`src/rtl/c4_pkg.sv`:
```
// Shared types and constants for the Connect Four move sequencer.
package c4_pkg;

  typedef enum logic [1:0] {
    IDLE   = 2'd0,
    PLAY   = 2'd1,
    SETTLE = 2'd2,
    OVER   = 2'd3
  } state_e;

  localparam int unsigned BTN_LEFT  = 0;
  localparam int unsigned BTN_RIGHT = 1;
  localparam int unsigned BTN_DROP  = 2;
  localparam int unsigned BTN_W     = 3;

  localparam logic PLAYER1 = 1'b0;
  localparam logic PLAYER2 = 1'b1;

endpackage

```
`src/rtl/c4_move_sequencer_if.sv`:
```
// Command/status link between the move sequencer (master) and the game core (slave).
interface c4_move_sequencer_if;
  logic core_turn;
  logic core_won;
  logic core_left;
  logic core_right;
  logic core_start;
  logic core_sel;

  modport master (
    input  core_turn, core_won,
    output core_left, core_right, core_start, core_sel
  );

  modport slave (
    output core_turn, core_won,
    input  core_left, core_right, core_start, core_sel
  );
endinterface

```
`src/rtl/c4_btn_conditioner.sv`:
```
// One raw button: 2-flop synchroniser, counter debounce and press-edge detect.
module c4_btn_conditioner #(
  parameter int unsigned DEBOUNCE_CYC = 16
) (
  input  logic clk,
  input  logic reset,
  input  logic raw,
  output logic level,
  output logic press
);

  localparam int unsigned CW = (DEBOUNCE_CYC > 1) ? $clog2(DEBOUNCE_CYC) : 1;
  localparam logic [CW-1:0] CNT_LAST = CW'(DEBOUNCE_CYC - 1);

  logic [1:0]    sync_q, sync_d;
  logic          level_q, level_d;
  logic [CW-1:0] cnt_q, cnt_d;

  // Level flips on the DEBOUNCE_CYC-th consecutive differing sample; any agreeing sample restarts the count.
  always_comb begin
    sync_d  = {sync_q[0], raw};
    level_d = level_q;
    cnt_d   = '0;
    if (sync_q[1] != level_q) begin
      if (cnt_q == CNT_LAST) begin
        level_d = sync_q[1];
      end else begin
        cnt_d = cnt_q + CW'(1);
      end
    end
  end

  always_ff @(posedge clk or posedge reset) begin
    if (reset) begin
      sync_q  <= '0;
      level_q <= 1'b0;
      cnt_q   <= '0;
    end else begin
      sync_q  <= sync_d;
      level_q <= level_d;
      cnt_q   <= cnt_d;
    end
  end

  assign level = level_q;
  // Press is the accepted 0->1 transition, seen the cycle before level_q rises so the registered command lands with it.
  assign press = level_d & ~level_q;

endmodule

```
`src/rtl/c4_move_sequencer.sv`:
```
// Turns both players' raw buttons into single-cycle left/right/start commands for the game core,
// with turn granting, per-turn timeout auto-drop, rejected-drop detection and win freeze.
module c4_move_sequencer
  import c4_pkg::*;
#(
  parameter int unsigned DEBOUNCE_CYC = 16,
  parameter int unsigned TURN_CYC     = 1000,
  parameter int unsigned SETTLE_CYC   = 2
) (
  input  logic                              clk,
  input  logic                              reset,
  input  logic [BTN_W-1:0]                  p1_btn,
  input  logic [BTN_W-1:0]                  p2_btn,
  input  logic                              first_sel,
  c4_move_sequencer_if.master               core,
  output logic                              active_player,
  output logic [$clog2(TURN_CYC+1)-1:0]     time_left,
  output logic                              move_rejected,
  output logic                              auto_drop,
  output logic                              game_over
);

  localparam int unsigned TW = $clog2(TURN_CYC + 1);
  localparam int unsigned SW = (SETTLE_CYC > 1) ? $clog2(SETTLE_CYC) : 1;
  localparam logic [TW-1:0] TL_FULL     = TW'(TURN_CYC);
  localparam logic [SW-1:0] SETTLE_LAST = SW'(SETTLE_CYC - 1);

  logic [BTN_W-1:0]   p1_press, p2_press, grant;
  logic [2*BTN_W-1:0] lvl_unused;

  for (genvar i = 0; i < BTN_W; i++) begin : g_btn
    c4_btn_conditioner #(.DEBOUNCE_CYC(DEBOUNCE_CYC)) u_p1 (
      .clk   (clk),
      .reset (reset),
      .raw   (p1_btn[i]),
      .level (lvl_unused[i]),
      .press (p1_press[i])
    );
    c4_btn_conditioner #(.DEBOUNCE_CYC(DEBOUNCE_CYC)) u_p2 (
      .clk   (clk),
      .reset (reset),
      .raw   (p2_btn[i]),
      .level (lvl_unused[BTN_W+i]),
      .press (p2_press[i])
    );
  end

  state_e        state_q, state_d;
  logic          prev_turn_q, prev_turn_d;
  logic [SW-1:0] settle_cnt_q, settle_cnt_d;
  logic [TW-1:0] time_left_q, time_left_d;
  logic          left_q, left_d, right_q, right_d, start_q, start_d;
  logic          auto_q, auto_d, rej_q, rej_d, over_q, over_d;
  logic          sel_q, sel_d, active_q, active_d, won_prev_q, won_prev_d;
  logic          cmd_ok;

  always_comb begin
    state_d      = state_q;
    prev_turn_d  = prev_turn_q;
    settle_cnt_d = settle_cnt_q;
    time_left_d  = time_left_q;
    left_d       = 1'b0;
    right_d      = 1'b0;
    start_d      = 1'b0;
    auto_d       = 1'b0;
    rej_d        = 1'b0;
    sel_d        = first_sel;
    won_prev_d   = core.core_won;
    grant        = (core.core_turn == PLAYER2) ? p2_press : p1_press;
    // A command on the previous cycle blocks this cycle's edges so commands never run back to back.
    cmd_ok       = ~(left_q | right_q | start_q);

    unique case (state_q)
      IDLE: begin
        if (p1_press[BTN_DROP] | p2_press[BTN_DROP]) begin
          start_d     = 1'b1;
          time_left_d = TL_FULL;
          state_d     = PLAY;
        end
      end
      PLAY: begin
        if (cmd_ok && grant[BTN_LEFT]) begin
          left_d      = 1'b1;
          time_left_d = TL_FULL;
        end else if (cmd_ok && grant[BTN_RIGHT]) begin
          right_d     = 1'b1;
          time_left_d = TL_FULL;
        end else if (cmd_ok && grant[BTN_DROP]) begin
          start_d      = 1'b1;
          time_left_d  = TL_FULL;
          prev_turn_d  = core.core_turn;
          settle_cnt_d = '0;
          state_d      = SETTLE;
        end else if (time_left_q <= TW'(1)) begin
          start_d      = 1'b1;
          auto_d       = 1'b1;
          time_left_d  = '0;
          prev_turn_d  = core.core_turn;
          settle_cnt_d = '0;
          state_d      = SETTLE;
        end else begin
          time_left_d = time_left_q - TW'(1);
        end
      end
      SETTLE: begin
        if (settle_cnt_q == SETTLE_LAST) begin
          if (core.core_won) begin
            state_d = OVER;
          end else begin
            state_d     = PLAY;
            time_left_d = TL_FULL;
            rej_d       = (core.core_turn == prev_turn_q);
          end
        end else begin
          settle_cnt_d = settle_cnt_q + SW'(1);
        end
      end
      OVER: begin
      end
      default: state_d = IDLE;
    endcase

    // A fresh win outside IDLE freezes everything, overriding whatever was decided above.
    if ((state_q != IDLE) && core.core_won && !won_prev_q) begin
      state_d = OVER;
      left_d  = 1'b0;
      right_d = 1'b0;
      start_d = 1'b0;
      auto_d  = 1'b0;
      rej_d   = 1'b0;
    end

    over_d   = (state_d == OVER);
    active_d = (state_d == PLAY) ? core.core_turn : active_q;
  end

  always_ff @(posedge clk or posedge reset) begin
    if (reset) begin
      state_q      <= IDLE;
      prev_turn_q  <= 1'b0;
      settle_cnt_q <= '0;
      time_left_q  <= TL_FULL;
      left_q       <= 1'b0;
      right_q      <= 1'b0;
      start_q      <= 1'b0;
      auto_q       <= 1'b0;
      rej_q        <= 1'b0;
      over_q       <= 1'b0;
      sel_q        <= 1'b0;
      active_q     <= 1'b0;
      won_prev_q   <= 1'b0;
    end else begin
      state_q      <= state_d;
      prev_turn_q  <= prev_turn_d;
      settle_cnt_q <= settle_cnt_d;
      time_left_q  <= time_left_d;
      left_q       <= left_d;
      right_q      <= right_d;
      start_q      <= start_d;
      auto_q       <= auto_d;
      rej_q        <= rej_d;
      over_q       <= over_d;
      sel_q        <= sel_d;
      active_q     <= active_d;
      won_prev_q   <= won_prev_d;
    end
  end

  assign core.core_left  = left_q;
  assign core.core_right = right_q;
  assign core.core_start = start_q;
  assign core.core_sel   = sel_q;
  assign active_player   = active_q;
  assign time_left       = time_left_q;
  assign move_rejected   = rej_q;
  assign auto_drop       = auto_q;
  assign game_over       = over_q;

endmodule

```
`src/flat_wrapper.sv`:
```
// flat-port wrapper written by rule: the top's interface ports become plain ports
module c4_move_sequencer_flat import c4_pkg::*;
#(
  parameter int unsigned DEBOUNCE_CYC = 16,
  parameter int unsigned TURN_CYC     = 1000,
  parameter int unsigned SETTLE_CYC   = 2
)
  (clk, reset, p1_btn, p2_btn, first_sel, active_player, time_left, move_rejected, auto_drop, game_over, core_core_turn, core_core_won, core_core_left, core_core_right, core_core_start, core_core_sel);
  c4_move_sequencer_if core_i ();
  input  logic clk;
  input  logic reset;
  input  logic [BTN_W-1:0] p1_btn;
  input  logic [BTN_W-1:0] p2_btn;
  input  logic first_sel;
  output logic active_player;
  output logic [$clog2(TURN_CYC+1)-1:0] time_left;
  output logic move_rejected;
  output logic auto_drop;
  output logic game_over;
  input wire logic [$bits(core_i.core_turn)-1:0] core_core_turn;
  input wire logic [$bits(core_i.core_won)-1:0] core_core_won;
  output wire logic [$bits(core_i.core_left)-1:0] core_core_left;
  output wire logic [$bits(core_i.core_right)-1:0] core_core_right;
  output wire logic [$bits(core_i.core_start)-1:0] core_core_start;
  output wire logic [$bits(core_i.core_sel)-1:0] core_core_sel;
  assign core_i.core_turn = core_core_turn;
  assign core_i.core_won = core_core_won;
  assign core_core_left = core_i.core_left;
  assign core_core_right = core_i.core_right;
  assign core_core_start = core_i.core_start;
  assign core_core_sel = core_i.core_sel;
  c4_move_sequencer #(.DEBOUNCE_CYC(DEBOUNCE_CYC), .TURN_CYC(TURN_CYC), .SETTLE_CYC(SETTLE_CYC)) u_core (.clk(clk), .reset(reset), .p1_btn(p1_btn), .p2_btn(p2_btn), .first_sel(first_sel), .core(core_i), .active_player(active_player), .time_left(time_left), .move_rejected(move_rejected), .auto_drop(auto_drop), .game_over(game_over));
endmodule
```
`config.mk`:
```
export PLATFORM = sky130hd
export DESIGN_NAME = c4_move_sequencer_flat
export DESIGN_NICKNAME = d
export VERILOG_FILES = /design/src/rtl/c4_pkg.sv /design/src/rtl/c4_move_sequencer_if.sv /design/src/rtl/c4_btn_conditioner.sv /design/src/rtl/c4_move_sequencer.sv /design/src/flat_wrapper.sv
export SDC_FILE = /design/constraint.sdc
export NUM_CORES = 1
export LEC_CHECK = 0
export ABC_AREA = 1
export BUFFER_PORTS_ARGS = -buffer_cell sky130_fd_sc_hd__buf_2
export CAP_MARGIN = 10
export CORE_ASPECT_RATIO = 0.6
export CORE_UTILIZATION = 30
export DETAILED_ROUTE_END_ITERATION = 12
export PLACE_DENSITY = 0.56
export SYNTH_ARGS = -nofsm -noshare
export SYNTH_HDL_FRONTEND = slang
export SYNTH_SLANG_ARGS = --single-unit
```
`constraint.sdc`:
```
create_clock -name clk -period 3 [get_ports clk]
set_clock_uncertainty 0.2 [all_clocks]
set_input_delay 0.3 -clock clk [delete_from_list [all_inputs] [get_ports clk]]
set_output_delay 0.3 -clock clk [all_outputs]
set_load 0.02 [all_outputs]
```
==> impl_results.md <==
* Outcome: finished with violations
* Failing checks: negative hold slack
* Peak Freq at between 400 and 500 MHz
* Starting Density at 0.309
* Final worst path period share at 0.731
* GPL Wtd Cong at 0.851
* Rows at 28
* Synth top area cells: dfrtp_1, nand2_1, dfstp_2
* Top post-synthesis cells by count: dfrtp_1, nand2_1, nor2_1
* Die Y at 80.0 µm
* Clock sinks at 65
* GRT Total Usage at 0.123
* Remaining antenna violation count after routing at 0
* Final hold vios at 2
* Crit start category: flop
* Post-synth EDFFs at 0
* I/O Buffers at 28
* Pre-CTS worst setup slack at between 0.8 and 0.9 ns
* Vias at 2161
* Antenna diodes at 0
* Vias in the first global route at 2029
* Gate power share at 0.257
* Crit. End Element: flop
* TNS Setup at 0 ns
* FF-to-FF path depth at 10
* First-pass iteration count of the detailed router at 5
* Switching share of power at 0.326
* Clock share of power at 0.359
* WL final at 5680 µm
* Max cap viols at 0
* Sequential Power Share at 0.384
* Synth-to-layout area growth at 22.2%
* Nets at ~380
* Postcts setup bufs at 0
* Worst min-delay path class: in -> async
* Int Pwr at 1850 µW
* Multiplexer share of the synthesized area at 0
* Leak pwr at 0.00180 µW
* Yosys warns at 0
* Seq/Total Area, Yosys at 0.537
* Combinational family with the most area after synthesis: simple AND/OR/NAND/NOR gates
* # IOs at 29
* First-pass GRT wire length at 9800 µm
* Fin. max-slew vios at 0
* Count of cell types in the netlist at 34
* Core Box Area at 0.00984 mm²
* Worst-skew pair later-pin latency at 0.33 ns
* Clock Path Buffers at 2
* Syn_area_per_cell at 9.72 µm²
* Setup ws final at 0.807 ns
* Register bit total from synthesis at 65
* Worst slew margin at 0.456
* HPWL after DPL at 4060 µm
* Filler Cell Count at 966
* Cell taking the most area after synthesis: dfrtp_1
* Slew @ Worst Pin at between 0.8 and 0.9 ns
* Post-Synth Adder-Cell Area at 0.0493
* Most common cell in the netlist: dfrtp_1
* Die area at between 0.01 and 0.015 mm²
* Pin count of the biggest net entering global routing at between 60 and 70
* Reg2Reg Capture Point: u_core.active_player
* Psw at 895 µW
* Crit path DAT at 2.21 ns
* Reg2reg start: u_core.time_left[0]
* Max H-tree Level at 3
* PwrDens at 739 mW/mm²
* CTS tree: done
* Setup Crit Path Kind: reg -> reg
* WHS at -0.00175 ns
* DIE WIDTH at about 130 µm
* Share of layout cells above drive strength 1 at 0.236
* Xor and xnor area share after synthesis at 0.0432
* Cell Area, Synth at 0.00304 mm²
* Crit. Startpoint: u_core.time_left[0]
* Grt total ovfl at 0
* DR vias/cell at between 4 and 5
* Initial DRC count at 151
* Min Tclk post-route at ~2.2 ns
* Top_reg_cell synth: dfrtp_1
* WL/cell at 11.4 µm
* Initial antenna violation count at 0
* Worst-path clk slew at 0.05 ns
* CTS Buf Count at 9
* CTS root buf: clkbuf_16
* Post-synth ARST share at 1.00
* Peak supply drop at 0.360 mV
* Syn nets at 336
* Synth top area share at 0.485
* Synth Area in Compound Gates at 0.0831
* Critical Path Sink: u_core.active_player
* Final setup violating endpoints at 0
* Worst path required time at 3.02 ns
* Drt drc at 0
* Post-Synth Simple-Gate Area at 0.241
* R2r setup slk at between 0.8 and 0.9 ns
* Crit path max fanout at 9
* RSZ-0062 raised after global routing: no
* Synth Instances at between 300 and 400
## cells in the final DEF, fill, tap and decap left out, drive strengths merged
cell type,count
a22oi,5
nand2,65
dfrtp,59
buf,29
dfstp,6
bufinv,1
xor2,13
o22ai,2
and2,5
o21ai,12
and3,1
nor3,3
dlygate4sd3,8
xnor2,2
a21oi,13
nand4,4
o21a,2
inv,38
nor2,43
a31oi,1
nand3,24
o2111ai,1
clkinv,3
nor4,1
clkbuf,11
a21boi,1
ha,12
## layout make-up
class                           count  area (µm²)  share of cell area
Multi-Input combinational cell    210        1270               0.341
Tap cell                          135         169              0.0454
Sequential cell                    65        1630               0.440
Clock buffer                       11         233              0.0626
Timing Repair Buffer               37         228              0.0613
Inverter                           38         143              0.0384
Clock inverter                      4        45.0              0.0121
## flip-flops by register name (all words and copies together), names as in the netlist, 2 cells and up
| register | flops |
|---|---|
| u_core.g_btn.u_p1.cnt_q | 12 |
| u_core.g_btn.u_p2.cnt_q | 12 |
| u_core.time_left | 10 |
| u_core.g_btn.u_p1.sync_q | 6 |
| u_core.g_btn.u_p2.sync_q | 6 |
| u_core.g_btn.u_p1.level | 3 |
| u_core.g_btn.u_p2.level | 3 |
| u_core.state_q | 2 |
## power by group through the flow
stage,clock network (µW),registers (µW),logic (µW)
2_1_floorplan,0,1100,502
5_1_grt,1070,1070,802
3_5_place_dp,0,1070,702
3_3_place_gp,0,1070,697
6_report,988,1050,705
4_1_cts,1020,1050,712
## layer usage
metal | vias to the layer above | GRT usage | part of all wire
met4 | 0 | 0.0419 | 0.012
met2 | 47 | 0.171 | 0.41
li1 | 1114 | - | -
met3 | 9 | 0.0540 | 0.072
met5 | - | 0 | 0
met1 | 991 | 0.166 | 0.51
## worst min path at each step
stage	start	slack, ns	depth (start not counted)	endpoint
6_report	reset	-0.002	3	u_core.g_btn[2].u_p2.sync_q[0]
3_5_place_dp	u_core.g_btn[1].u_p1.sync_q[0]	0.14	0	u_core.g_btn[1].u_p1.sync_q[1]
4_1_cts	reset	0.04	3	u_core.g_btn[2].u_p2.sync_q[0]
5_1_grt	reset	0.09	3	u_core.g_btn[0].u_p2.sync_q[0]
3_3_place_gp	u_core.g_btn[0].u_p1.sync_q[0]	0.13	0	u_core.g_btn[0].u_p1.sync_q[1]
2_1_floorplan	u_core.g_btn[0].u_p1.sync_q[0]	0.13	0	u_core.g_btn[0].u_p1.sync_q[1]
## critical path, cell delays in order (launching register included)
cell and delay (ns):
dfrtp_1 0.38, inv_1 0.13, ha_1 0.31, o2111ai_4 0.39, nand2_2 0.12, nand3_2 0.12, nand2_2 0.06, a21oi_2 0.18
nand2_1 0.08, nand2_1 0.06, nand2_1 0.05
## cell families (layout without fill, tap and decap cells)
| kind of cell | Yosys count | in the layout |
|---|---|---|
| and+or+nand+nor | 146 | 146 |
| DFF | 65 | 65 |
| buffers and inverters | 38 | 90 |
| AOI/OAI and AO/OA | 37 | 37 |
| xor gates and xnor gates | 15 | 15 |
| adders and majority gates | 12 | 12 |
## what timing repair did
action                                 4_1_cts  5_1_grt
gates resized for setup                      0        0
hold buffers                                 8        0
endpoints found under the hold margin        9        0
## through the flow
stage,instances,instance area (µm²),total power [µW],util,hold slack (ns)
5_1_grt,500,3720,2940,0.378,0.0900
4_1_cts,500,3720,2790,0.378,0.0417
3_5_place_dp,477,3360,1770,0.341,0.137
2_1_floorplan,313,3040,1600,-,0.131
6_report,500,3720,2750,0.378,-0.00175
3_3_place_gp,477,3360,1760,0.341,0.133
Power figures use the tool's default switching activity.
